### src/rtl/hdu_scoreboard.sv
// Register scoreboard for the ID stage: tracks per-register result latency
// and raises a combinational stall on RAW/WAW hazards against pending results.

module hdu_sb_entry #(
    parameter int LAT_WIDTH = 3
) (
    input  logic                 clk,
    input  logic                 rst,
    input  logic                 freeze,
    input  logic                 load,
    input  logic [LAT_WIDTH-1:0] lat,
    output logic                 busy
);
    logic [LAT_WIDTH-1:0] cnt, cntNext;

    // A load takes priority over the decrement; freeze holds the countdown.
    always_comb begin
        cntNext = cnt;
        if (!freeze) begin
            if (load)
                cntNext = lat;
            else if (cnt != '0)
                cntNext = cnt - {{(LAT_WIDTH-1){1'b0}}, 1'b1};
        end
    end

    // busy is registered alongside cnt so it always mirrors (cnt != 0).
    always_ff @(posedge clk) begin
        if (rst) begin
            cnt  <= '0;
            busy <= 1'b0;
        end else begin
            cnt  <= cntNext;
            busy <= (cntNext != '0);
        end
    end
endmodule

module hdu_scoreboard #(
    parameter int RF_ADDR_WIDTH = 5,
    parameter int LAT_WIDTH     = 3,
    parameter int CNT_WIDTH     = 32,
    localparam int NUM_REGS     = 2**RF_ADDR_WIDTH
) (
    input  logic                     clk,
    input  logic                     rst,
    input  logic [RF_ADDR_WIDTH-1:0] ifidRs1,
    input  logic [RF_ADDR_WIDTH-1:0] ifidRs2,
    input  logic                     ifidRs1Used,
    input  logic                     ifidRs2Used,
    input  logic [RF_ADDR_WIDTH-1:0] ifidRd,
    input  logic                     ifidRdWrite,
    input  logic [LAT_WIDTH-1:0]     ifidLat,
    input  logic                     ifidValid,
    input  logic                     flush,
    input  logic                     freeze,
    output logic                     stall,
    output logic [NUM_REGS-1:0]      busyMask,
    output logic [CNT_WIDTH-1:0]     stallCount
);
    logic raw, waw, issue;

    assign raw   = (ifidRs1Used && busyMask[ifidRs1]) || (ifidRs2Used && busyMask[ifidRs2]);
    assign waw   = ifidRdWrite && (ifidRd != '0) && busyMask[ifidRd];
    assign stall = ifidValid && !flush && (raw || waw);
    assign issue = ifidValid && !flush && !stall && !freeze;

    // x0 is hardwired: never reserved, never busy.
    assign busyMask[0] = 1'b0;

    for (genvar r = 1; r < NUM_REGS; r++) begin : gEntry
        hdu_sb_entry #(.LAT_WIDTH(LAT_WIDTH)) uEntry (
            .clk    (clk),
            .rst    (rst),
            .freeze (freeze),
            .load   (issue && ifidRdWrite && (ifidRd == RF_ADDR_WIDTH'(r))),
            .lat    (ifidLat),
            .busy   (busyMask[r])
        );
    end

    always_ff @(posedge clk) begin
        if (rst)
            stallCount <= '0;
        else if (stall && (stallCount != '1))
            stallCount <= stallCount + {{(CNT_WIDTH-1){1'b0}}, 1'b1};
    end
endmodule

### config.mk
export PLATFORM = sky130hd
export DESIGN_NAME = hdu_scoreboard
export DESIGN_NICKNAME = d
export VERILOG_FILES = /design/src/rtl/hdu_scoreboard.sv
export SDC_FILE = /design/constraint.sdc
export NUM_CORES = 1
export LEC_CHECK = 0
export BUFFER_PORTS_ARGS = -buffer_cell sky130_fd_sc_hd__clkbuf_2
export CORE_MARGIN = 1
export CORE_UTILIZATION = 50
export DETAILED_ROUTE_END_ITERATION = 8
export HOLD_SLACK_MARGIN = 0.15
export PLACE_DENSITY = 0.72
export SLEW_MARGIN = 20
export SYNTH_ARGS = -nofsm -noshare
export SYNTH_HDL_FRONTEND = slang
export SYNTH_SLANG_ARGS = --single-unit
### constraint.sdc
create_clock -name clk -period 9.4 [get_ports clk]
set_input_delay 2.35 -clock clk [delete_from_list [all_inputs] [get_ports clk]]
set_output_delay 2.35 -clock clk [all_outputs]
set_load 0.02 [all_outputs]
==> results of run 1 <==
==> report_power, final <==
part	total, uW	internal (uW)	switching [uW]
clock	664	349	315
sequential	894	765	129
combinational	730	298	433
==> per-layer routing <==
layer,wire length (um),up-vias
met5,0,-
met4,895,0
met3,3120,90
met2,13600,541
met1,13000,4671
li1,-,4678
==> how the worst max path moves through the flow <==
stage	start	to	cells after the start
2_1_floorplan	ifidRs2[1]	stall	10
3_3_place_gp	ifidRs1[1]	stall	7
3_5_place_dp	ifidRd[2]	stall	7
4_1_cts	ifidRd[2]	stall	7
5_1_grt	ifidRd[2]	stall	7
6_report	ifidRd[2]	stall	7
==> layout make-up <==
cell class / instances / area [um2] / area share, %
Clock buffer: 18 / 429 / 3.76
Sequential cell: 156 / 3120 / 27.4
Tap cell: 270 / 338 / 2.96
Multi-Input combinational cell: 872 / 6280 / 55.0
Timing Repair Buffer: 103 / 556 / 4.87
Clock inverter: 14 / 126 / 1.11
Inverter: 149 / 559 / 4.90
==> cell usage after synthesis, drive strengths merged (3+ instances only) <==
cell type  number
nor2           91
nor3           40
and4            5
nand4          34
and3           15
o311ai          9
nand3b          6
a2111oi         3
or4b            3
nand2          80
a311oi         16
a311o           7
inv           148
clkbuf         58
nor4           14
ha             94
a211oi          7
a22oi           6
o21ai          51
nor2b          10
o211ai          4
xnor2           5
or3            27
nand3          26
and2           12
o2111ai         7
nand2b          4
dfxtp         156
nor3b           3
a31oi          46
mux2            9
o31ai          44
a21oi          80
o41ai           4
or4            11
mux2i          28
a221o          10
a211o           6
a21o            8
a221oi         12
buf            62
mux4           18
==> cell families (layout without fill, tap and decap cells) <==
logic type / after synthesis / in the layout
AO/OA/AOI/OAI: 332 / 332
XOR/XNOR: 7 / 7
AND/OR/NAND/NOR: 383 / 383
flip-flops: 156 / 156
multiplexers: 55 / 55
other: 1 / 1
buffers and inverters: 269 / 284
adder cells (fa/ha/maj): 94 / 94
==> through the flow <==
step / hold WS [ns] / total power, uW / std cells / worst slack (ns) / util [%]
after global routing: 0.532 / 2410 / 1582 / 2.22 / 55.7
after floorplan: 0.459 / 1470 / 1297 / 2.57 / -
after detailed placement: 0.484 / 1620 / 1550 / 2.48 / 53.0
final: 0.499 / 2290 / 1582 / 2.38 / 55.7
after CTS: 0.496 / 2280 / 1582 / 2.46 / 55.7
after global placement: 0.478 / 1600 / 1550 / 2.52 / 53.0
==> sequential cells by signal (all words and copies together) (netlist names) <==
signal and count:
stallCount 32, gEntry.uEntry.busy 31, gEntry.uEntry.cnt 93
==> worst reg2reg max path, stage by stage, from the launching register on <==
cell      delay (ns)
dfxtp_1         0.52
mux2i_1         0.13
mux4_2          0.48
a31oi_1         0.31
o211ai_4        0.20
o211ai_4        0.22
buf_4           0.59
nand3_1         0.64
or4_1           0.66
a21oi_1         0.15
==> reports/results.txt, run 1 <==
Final Critical Period: 7.02 ns
WHS Endpoint: stallCount[23]$_SDFFE_PP0P_
Fin. Hold Viols: 0
Synth Area in Simple Gates: 18.4%
Worst hold stages: 2
Flops & latches, synth: 156
Vias per cell: 6.31
Num ports: 91
Starting Density: 51.7%
Crit start category: input pin
Most frequent cells in the layout: dfxtp_1 (156), inv_1 (148), ha_1 (94)
Critical path peak fanout: 14
Max_slew headroom: 24.5%
Reg2reg end: stallCount[19]$_SDFFE_PP0P_
Syn_area_per_cell: 8.17 um2
Crit path kind: in -> out
Die X: 148 um
Post-CTS setup buffers: 0
Status: finished, final reports clean
Critical Path End Type: output port
Num rows: 52
Share of layout cells above drive strength 1: 13.5%
Die Area: 21800 um2
EDFF count, synth: 0
Placer Congestion: 0.931
Chip height: 148 um
Adder-Cell Fraction of Synth Area: 11.1%
Setup TNS: 0 ns
Clk_lat worst skew: 0.44 ns
Delay-heaviest family, CP: compound AO/OA/AOI/OAI gates
Synth top area share: 29.5%
Cell Chain, Critical Path: clkbuf_2 > nor2_1 > nand2_1 > o2111ai_1 > o211a_2 > nor2_1 > clkbuf_2
Tcrit/Tclk final: 74.7%
GR Layer Usage met3: 7.16%
Sum of routed wire length over all layers: 30.6 mm
Register area share after synthesis: 29.5%
Hold Buf Count CTS: 0
CTS H-tree depth: 4
TritonCTS clock tree: done
TritonCTS buffer count: 17
Final Skew: 0.0168 ns
Post-Layout Inst Area: 11400 um2
Distinct cells, synth: 67
Power Density: 201 nW/um2
Worst vdd ir: 112 uV
DR pass1 iterations: 6
Synth Area in Compound Gates: 21.6%
Most common cell after layout, fill and taps aside: dfxtp_1
Clock-pin slew on the worst setup and hold paths: 0.08 ns
Synth top area cells: dfxtp_1 (29%), ha_1 (11%), inv_1 (5.2%)
Leak: 0.00473 uW
Total core area: 20500 um2
Slowest cell delay on critical path: 0.76 ns
IO buf count: 89
Hold Crit Class: reg -> reg
Cell taking the most area after synthesis: dfxtp_1
WL per Instance: 19.3 um
CTS max path bufs: 2
Reg2reg path depth: 9
Global route hottest layer: met2
Largest family of logic cells by synthesized area: compound AO/OA/AOI/OAI gates
Met2 usage: 45.6%
R2r startpoint: gEntry[31].uEntry.busy$_SDFF_PP0_
Post-CTS Resized: 0
Synth-to-layout area growth: 7.71%
Synth async-reset ratio: 0%
Initial antenna violation count: 0
Mux cell area share after synthesis: 7.43%
Remaining DRCs: 0
Post-Synth XOR/XNOR Area: 0.579%
Leading register cell type out of synthesis: dfxtp_1
Hold path start: stallCount[23]$_SDFFE_PP0P_
Num Clock Sinks: 156
Number of routed nets with antenna violations: 0
Mapped Cells: 1297
N_diodes: 0
Vias in the first global route: 9248
Drt first-iter violations: 864
Worst-Margin Slew: 1.12 ns
Crit path buf inv count: 2
Slowest CP cell: nor2_1
Max cap viols: 0
Global Route Usage Sum: 28.6%
Via Count: 9980
RSZ-0062 raised after global routing: no
R2R setup slack: 5.46 ns
Final Setup Violations: 0
Clk root buf: clkbuf_16
WP data arrival: 4.67 ns
Net count, final: 1419
HPWL Detailed: 20.4 mm
Worst EP required: 7.05 ns
First-pass GRT wire length: 49.3 mm
Max Fclk: 142 MHz
Largest net degree at the start of global routing: 79
Cell area after placement: 10900 um2
Slew Viols, Final: 0
Global route overflow: 0
Global-route met1 utilization: 37.5%
Cell Area, Synth: 10600 um2
YS warnings: 0
Fillcell total: 1896
Syn nets: 1417
(Power assumes the default switching activity.)
==> run 2, diff against run 1 <==
--- a/config.mk
+++ b/config.mk
@@ -10,7 +10,7 @@
 export CORE_UTILIZATION = 50
 export DETAILED_ROUTE_END_ITERATION = 8
 export HOLD_SLACK_MARGIN = 0.15
-export PLACE_DENSITY = 0.72
+export PLACE_DENSITY = 0.74
 export SLEW_MARGIN = 20
 export SYNTH_ARGS = -nofsm -noshare
 export SYNTH_HDL_FRONTEND = slang
==> constraint.sdc (replaced) <==
create_clock -name clk -period 6.26 [get_ports clk]
set_input_delay 1.565 -clock clk [delete_from_list [all_inputs] [get_ports clk]]
set_output_delay 1.565 -clock clk [all_outputs]
set_load 0.02 [all_outputs]
==> run 2 against run 1 <==
Against the previous run: global-route usage grew 0.40 points; clock-buffer cell count shrank 1; non-clock buffer count grew 4; sequential cell count is the same; first-iteration DRC count grew 3.2%; clock skew is essentially flat; largest cell class unchanged; highest routed layer unchanged.
==> reports/results.txt, run 2 (synthesized netlist as in run 1, its figures left out) <==
IO buf count: 89 (unchanged)
Most common cell after layout, fill and taps aside: dfxtp_1 (unchanged)
Hold Buf Count CTS: 0 (unchanged)
Worst EP required: 4.70 ns (was 7.05 ns)
Max cap viols: 0 (unchanged)
Clk_lat worst skew: 0.44 ns (about the same)
Setup crit end: stall (unchanged)
Die Area: 21800 um2 (unchanged)
Leak: 0.00476 uW (was 0.00473 uW)
N_diodes: 0 (unchanged)
Delay-heaviest family, CP: compound AO/OA/AOI/OAI gates (unchanged)
Vias in the first global route: 9426 (was 9248)
Tcrit/Tclk final: 86.7%
Most frequent cells in the layout: dfxtp_1 (156), inv_1 (148), ha_1 (94) (unchanged)
Placer Congestion: 0.898 (was 0.931)
Die X: 148 um (unchanged)
WP data arrival: 3.86 ns (was 4.67 ns)
Clk root buf: clkbuf_16 (unchanged)
Remaining DRCs: 0 (unchanged)
Crit start category: input pin (unchanged)
Vias per cell: 6.34 (was 6.31)
TritonCTS buffer count: 17 (unchanged)
Worst-Margin Slew: 0.958 ns (was 1.12 ns)
Post-Layout Inst Area: 11500 um2 (was 11400 um2)
Number of routed nets with antenna violations: 0 (unchanged)
CP Launch Point: ifidRd[1] (was ifidRd[2])
Critical path peak fanout: 18 (was 14)
Global Route Usage Sum: 29.0% (was 28.6%)
First-pass GRT wire length: 50.1 mm (was 49.3 mm)
Largest net degree at the start of global routing: 64 (was 79)
Chip height: 148 um (unchanged)
Final Critical Period: 5.43 ns
Net count, final: 1423 (was 1419)
Slew Viols, Final: 0 (unchanged)
Post-CTS Resized: 0 (unchanged)
Setup TNS: 0 ns (unchanged)
Starting Density: 51.7% (unchanged)
Max_slew headroom: 35.8% (was 24.5%)
Sum of routed wire length over all layers: 31.1 mm (was 30.6 mm)
Clock-pin slew on the worst setup and hold paths: 0.08 ns (about the same)
Fin. Hold Viols: 0 (unchanged)
TritonCTS clock tree: done (unchanged)
Via Count: 10000 (was 9980)
Hold WS: 0.497 ns (was 0.499 ns)
Slowest cell delay on critical path: 0.49 ns (was 0.76 ns)
Share of layout cells above drive strength 1: 13.9% (was 13.5%)
WL per Instance: 19.6 um (was 19.3 um)
Post-CTS setup buffers: 0 (unchanged)
Crit path buf inv count: 2 (unchanged)
Power Density: 303 nW/um2 (was 201 nW/um2)
CTS H-tree depth: 4 (unchanged)
Synth-to-layout area growth: 8.30% (was 7.71%)
Num rows: 52 (unchanged)
Crit path kind: in -> out (unchanged)
Number of flip-flops in the largest register: 93 (unchanged)
Slowest CP cell: nor2b_1 (was nor2_1)
Status: finished, final reports clean (unchanged)
Max Fclk: 184 MHz
Reg2reg path depth: 8 (was 9)
Hold Crit Class: reg -> reg (unchanged)
Worst vdd ir: 204 uV (was 112 uV)
Reg2reg end: gEntry[12].uEntry.busy$_SDFF_PP0_ (was stallCount[19]$_SDFFE_PP0P_)
DR pass1 iterations: 6 (unchanged)
Num Clock Sinks: 156 (unchanged)
RSZ-0062 raised after global routing: no (unchanged)
Final Setup Violations: 0 (unchanged)
Largest reg by FF count: gEntry.uEntry.cnt (unchanged)
HPWL Detailed: 21.0 mm (was 20.4 mm)
Cell area after placement: 10900 um2 (about the same)
Placed Cells: 1554 (was 1550)
Crit path depth: 8 (was 7)
Final Skew: 0.0171 ns (was 0.0168 ns)
Drt first-iter violations: 892 (was 864)
Final Non-Filler Cells: 1585 (was 1582)
R2R setup slack: 2.56 ns (was 5.46 ns)
Largest regs: gEntry.uEntry.cnt x93, stallCount x32, gEntry.uEntry.busy x31 (unchanged)
CTS max path bufs: 2 (unchanged)
Critical Path End Type: output port (unchanged)
Most used cell, CP: clkbuf_2
Num ports: 91 (unchanged)
Initial antenna violation count: 0 (unchanged)
Cell Chain, Critical Path: clkbuf_2 > nor2b_1 > a221oi_1 > o221ai_1 > o2111ai_1 > o211a_2 > nor2_1 > clkbuf_2 (was clkbuf_2 > nor2_1 > nand2_1 > o2111ai_1 > o211a_2 > nor2_1 > clkbuf_2)
Global route overflow: 0 (unchanged)
Total core area: 20500 um2 (unchanged)
R2r startpoint: gEntry[23].uEntry.busy$_SDFF_PP0_ (was gEntry[31].uEntry.busy$_SDFF_PP0_)
-- run 2: cell types whose count changed in the layout (fill, tap and decap cells not counted), moves of 2 or more --
cell	before	now
nor3_1	39	37
buf_4	16	20
nor3_2	1	3
inv_6	5	8
inv_8	4	1
-- run 2: worst min path at each step --
| stage | slack [ns] | end | depth (start not counted) | start |
|---|---|---|---|---|
| after floorplan | 0.46 | gEntry[14].uEntry.cnt[0]$_SDFF_PP0_ | 2 | gEntry[14].uEntry.cnt[0]$_SDFF_PP0_ |
| after global placement | 0.48 | stallCount[26]$_SDFFE_PP0P_ | 2 | stallCount[26]$_SDFFE_PP0P_ |
| after detailed placement | 0.48 | stallCount[20]$_SDFFE_PP0P_ | 2 | stallCount[20]$_SDFFE_PP0P_ |
| after CTS | 0.50 | stallCount[20]$_SDFFE_PP0P_ | 2 | stallCount[20]$_SDFFE_PP0P_ |
| after global routing | 0.53 | stallCount[20]$_SDFFE_PP0P_ | 2 | stallCount[20]$_SDFFE_PP0P_ |
| final | 0.50 | stallCount[20]$_SDFFE_PP0P_ | 2 | stallCount[20]$_SDFFE_PP0P_ |
-- run 2: area by class of cell --
type	instances	area, um2
tap	270	338
timing repair buffer	107	586
clock buffer	17	425
multi-input combinational	872	6290
sequential	156	3120
clock inverter	14	149
inverter	149	559
fill	1832	9020
-- run 2: power breakdown --
part	total (uW)	switching, uW	internal, uW
clock network	1030	471	561
logic	1100	649	451
registers	1350	199	1150
-- run 2: tightest hold or removal path, stage by stage, from the launching register on --
cell and delay, ns:
dfxtp_1 0.33, o31ai_1 0.07, a21oi_1 0.05
-- run 2: metal layers --
metal,share of wire [%],track usage (%),up-vias
met5,0,0,-
met1,40,37.0,4720
met2,45,46.3,537
li1,-,-,4682
met4,3.9,15.1,0
met3,11,5.90,104
-- run 2: metrics by stage --
step | util (%) | setup WS [ns] | power (uW)
after floorplan | - | 0.997 | 2210
after global placement | 53.1 | 0.971 | 2400
after global routing | 56.0 | 0.708 | 3660
after CTS | 55.9 | 0.907 | 3460
after detailed placement | 53.1 | 0.940 | 2440
final | 56.0 | 0.832 | 3480
==> run 3, diff against run 2 <==
--- a/config.mk
+++ b/config.mk
@@ -6,7 +6,7 @@
 export NUM_CORES = 1
 export LEC_CHECK = 0
 export BUFFER_PORTS_ARGS = -buffer_cell sky130_fd_sc_hd__clkbuf_2
-export CORE_MARGIN = 1
+export CORE_MARGIN = 2
 export CORE_UTILIZATION = 50
 export DETAILED_ROUTE_END_ITERATION = 8
 export HOLD_SLACK_MARGIN = 0.15
==> run 3 against run 2 <==
Against the previous run: combinational power hardly changed; first-iteration DRC count is 3.4% higher; clock skew is 0.0030 ns lower; worst setup slack better by 0.056 ns; sequential share of layout area is 0.083 points lower; wire length is 2.5% lower; clock power hardly changed; total power is 0.19% higher; fmax is 1.0% higher; critical path type unchanged.
==> reports/results.txt, run 3 (synthesized netlist as in run 1, its figures left out) <==
WL per Instance: 19.0 um (was 19.6 um)
Crit start category: input pin (unchanged)
Most common cell after layout, fill and taps aside: dfxtp_1 (unchanged)
CTS H-tree depth: 4 (unchanged)
DR pass1 iterations: 5 (was 6)
Largest reg by FF count: gEntry.uEntry.cnt (unchanged)
Tcrit/Tclk final: 85.8% (was 86.7%)
Final Setup Violations: 0 (unchanged)
First-pass GRT wire length: 48.3 mm (was 50.1 mm)
Cell Chain, Critical Path: clkbuf_2 > nor2b_1 > a221oi_1 > o221ai_1 > o2111ai_1 > o211a_2 > nor2_1 > clkbuf_2 (unchanged)
Slew Viols, Final: 0 (unchanged)
Die X: 150 um (was 148 um)
Num ports: 91 (unchanged)
Synth-to-layout area growth: 8.63% (was 8.30%)
Number of flip-flops in the largest register: 93 (unchanged)
Final Critical Period: 5.37 ns (was 5.43 ns)
Most frequent cells in the layout: dfxtp_1 (156), inv_1 (148), ha_1 (94) (unchanged)
Placed Cells: 1564 (was 1554)
Die Area: 22400 um2 (was 21800 um2)
Clk root buf: clkbuf_16 (unchanged)
Worst vdd ir: 189 uV (was 204 uV)
Pre-CTS setup slack: 0.914 ns (was 0.940 ns)
Fin. Hold Viols: 0 (unchanged)
TritonCTS buffer count: 17 (unchanged)
CTS max path bufs: 2 (unchanged)
Largest regs: gEntry.uEntry.cnt x93, stallCount x32, gEntry.uEntry.busy x31 (unchanged)
Starting Density: 50.7% (was 51.7%)
Post-CTS setup buffers: 0 (unchanged)
Global Route Usage Sum: 27.2% (was 29.0%)
Slowest CP cell: nor2b_1 (unchanged)
N_diodes: 0 (unchanged)
Placer Congestion: 0.874 (was 0.898)
Max Fclk: 186 MHz (was 184 MHz)
Status: finished, final reports clean (unchanged)
Chip height: 150 um (was 148 um)
Hold Buf Count CTS: 0 (unchanged)
Worst EP required: 4.70 ns (about the same)
Global route overflow: 0 (unchanged)
Remaining DRCs: 0 (unchanged)
Final Skew: 0.0141 ns (was 0.0171 ns)
HPWL Detailed: 20.9 mm (was 21.0 mm)
WP data arrival: 3.81 ns (was 3.86 ns)
Sum of routed wire length over all layers: 30.3 mm (was 31.1 mm)
Post-CTS Resized: 0 (unchanged)
TritonCTS clock tree: done (unchanged)
Power Density: 303 nW/um2 (about the same)
Drt first-iter violations: 922 (was 892)
Total core area: 20900 um2 (was 20500 um2)
Hold Crit Class: reg -> reg (unchanged)
Largest net degree at the start of global routing: 65 (was 64)
Vias per cell: 6.27 (was 6.34)
Initial antenna violation count: 0 (unchanged)
Worst-Margin Slew: 1.11 ns (was 0.958 ns)
Most used cell, CP: clkbuf_2 (unchanged)
Delay-heaviest family, CP: compound AO/OA/AOI/OAI gates (unchanged)
Max cap viols: 0 (unchanged)
Clk_lat worst skew: 0.43 ns (was 0.44 ns)
Net count, final: 1428 (was 1423)
Slowest cell delay on critical path: 0.48 ns (was 0.49 ns)
Num rows: 53 (was 52)
Setup TNS: 0 ns (unchanged)
Final Non-Filler Cells: 1594 (was 1585)
Num Clock Sinks: 156 (unchanged)
Via Count: 9987 (was 10000)
IO buf count: 89 (unchanged)
Clock-pin slew on the worst setup and hold paths: 0.07 ns (was 0.08 ns)
Worst setup margin: 0.888 ns (was 0.832 ns)
Critical Path End Type: output port (unchanged)
Share of layout cells above drive strength 1: 14.0% (was 13.9%)
Number of routed nets with antenna violations: 0 (unchanged)
Leak: 0.00478 uW (was 0.00476 uW)
Crit path kind: in -> out (unchanged)
RSZ-0062 raised after global routing: no (unchanged)
Critical path peak fanout: 18 (unchanged)
Crit path buf inv count: 2 (unchanged)
Max_slew headroom: 25.3% (was 35.8%)
Vias in the first global route: 9246 (was 9426)
-- run 3: cell types whose count changed in the layout (fill, tap and decap cells not counted), moves of 2 or more --
cell,previous run,this run
nor3_1,37,39
inv_6,8,4
buf_4,20,25
nor3_2,3,1
clkinv_4,1,3
-- run 3: where the power goes --
| part | internal, uW | switching, uW |
|---|---|---|
| combinational | 452 | 643 |
| sequential | 1150 | 196 |
| clock | 595 | 451 |
| total | 2200 | 1290 |
-- run 3: cell type report --
class	instances	area [um2]
Clock buffer	17	425
Clock inverter	13	159
Fill cell	1880	9380
Inverter	149	559
Multi-Input combinational cell	872	6280
Sequential cell	156	3120
Tap cell	275	344
Timing Repair Buffer	112	623
-- run 3: through the flow --
step	power (uW)	util [%]	area, um2	hold WS, ns
floorplan	2210	-	10600	0.459
global placement	2410	52.3	10900	0.479
detailed placement	2440	52.3	10900	0.482
CTS	3480	55.1	11500	0.493
global route	3680	55.1	11500	0.521
finish	3490	55.1	11500	0.493
-- run 3: final timing paths --
kind | startpoint | to | slack, ns | cells after the start
worst max-delay path | ifidRd[1] | stall | 0.89 | 8
worst min-delay path | stallCount[23]$_SDFFE_PP0P_ | stallCount[23]$_SDFFE_PP0P_ | 0.49 | 2
worst max register to register | gEntry[23].uEntry.busy$_SDFF_PP0_ | gEntry[12].uEntry.busy$_SDFF_PP0_ | 2.53 | 8
worst min register to register | stallCount[23]$_SDFFE_PP0P_ | stallCount[23]$_SDFFE_PP0P_ | 0.49 | 2
-- run 3: metal layers --
layer | vias up | wire [um] | track usage, % | share of wire, %
met5 | - | 0 | 0 | 0
met4 | 0 | 1030 | 10.9 | 3.4
met3 | 93 | 2860 | 5.18 | 9.4
met2 | 483 | 14000 | 44.5 | 46
met1 | 4732 | 12500 | 35.3 | 41
li1 | 4679 | - | - | -
-- run 3: tightest hold or removal path, stage by stage (launching register included) --
cell and delay, ns:
dfxtp_1 0.33, o41ai_1 0.06, a21oi_1 0.05
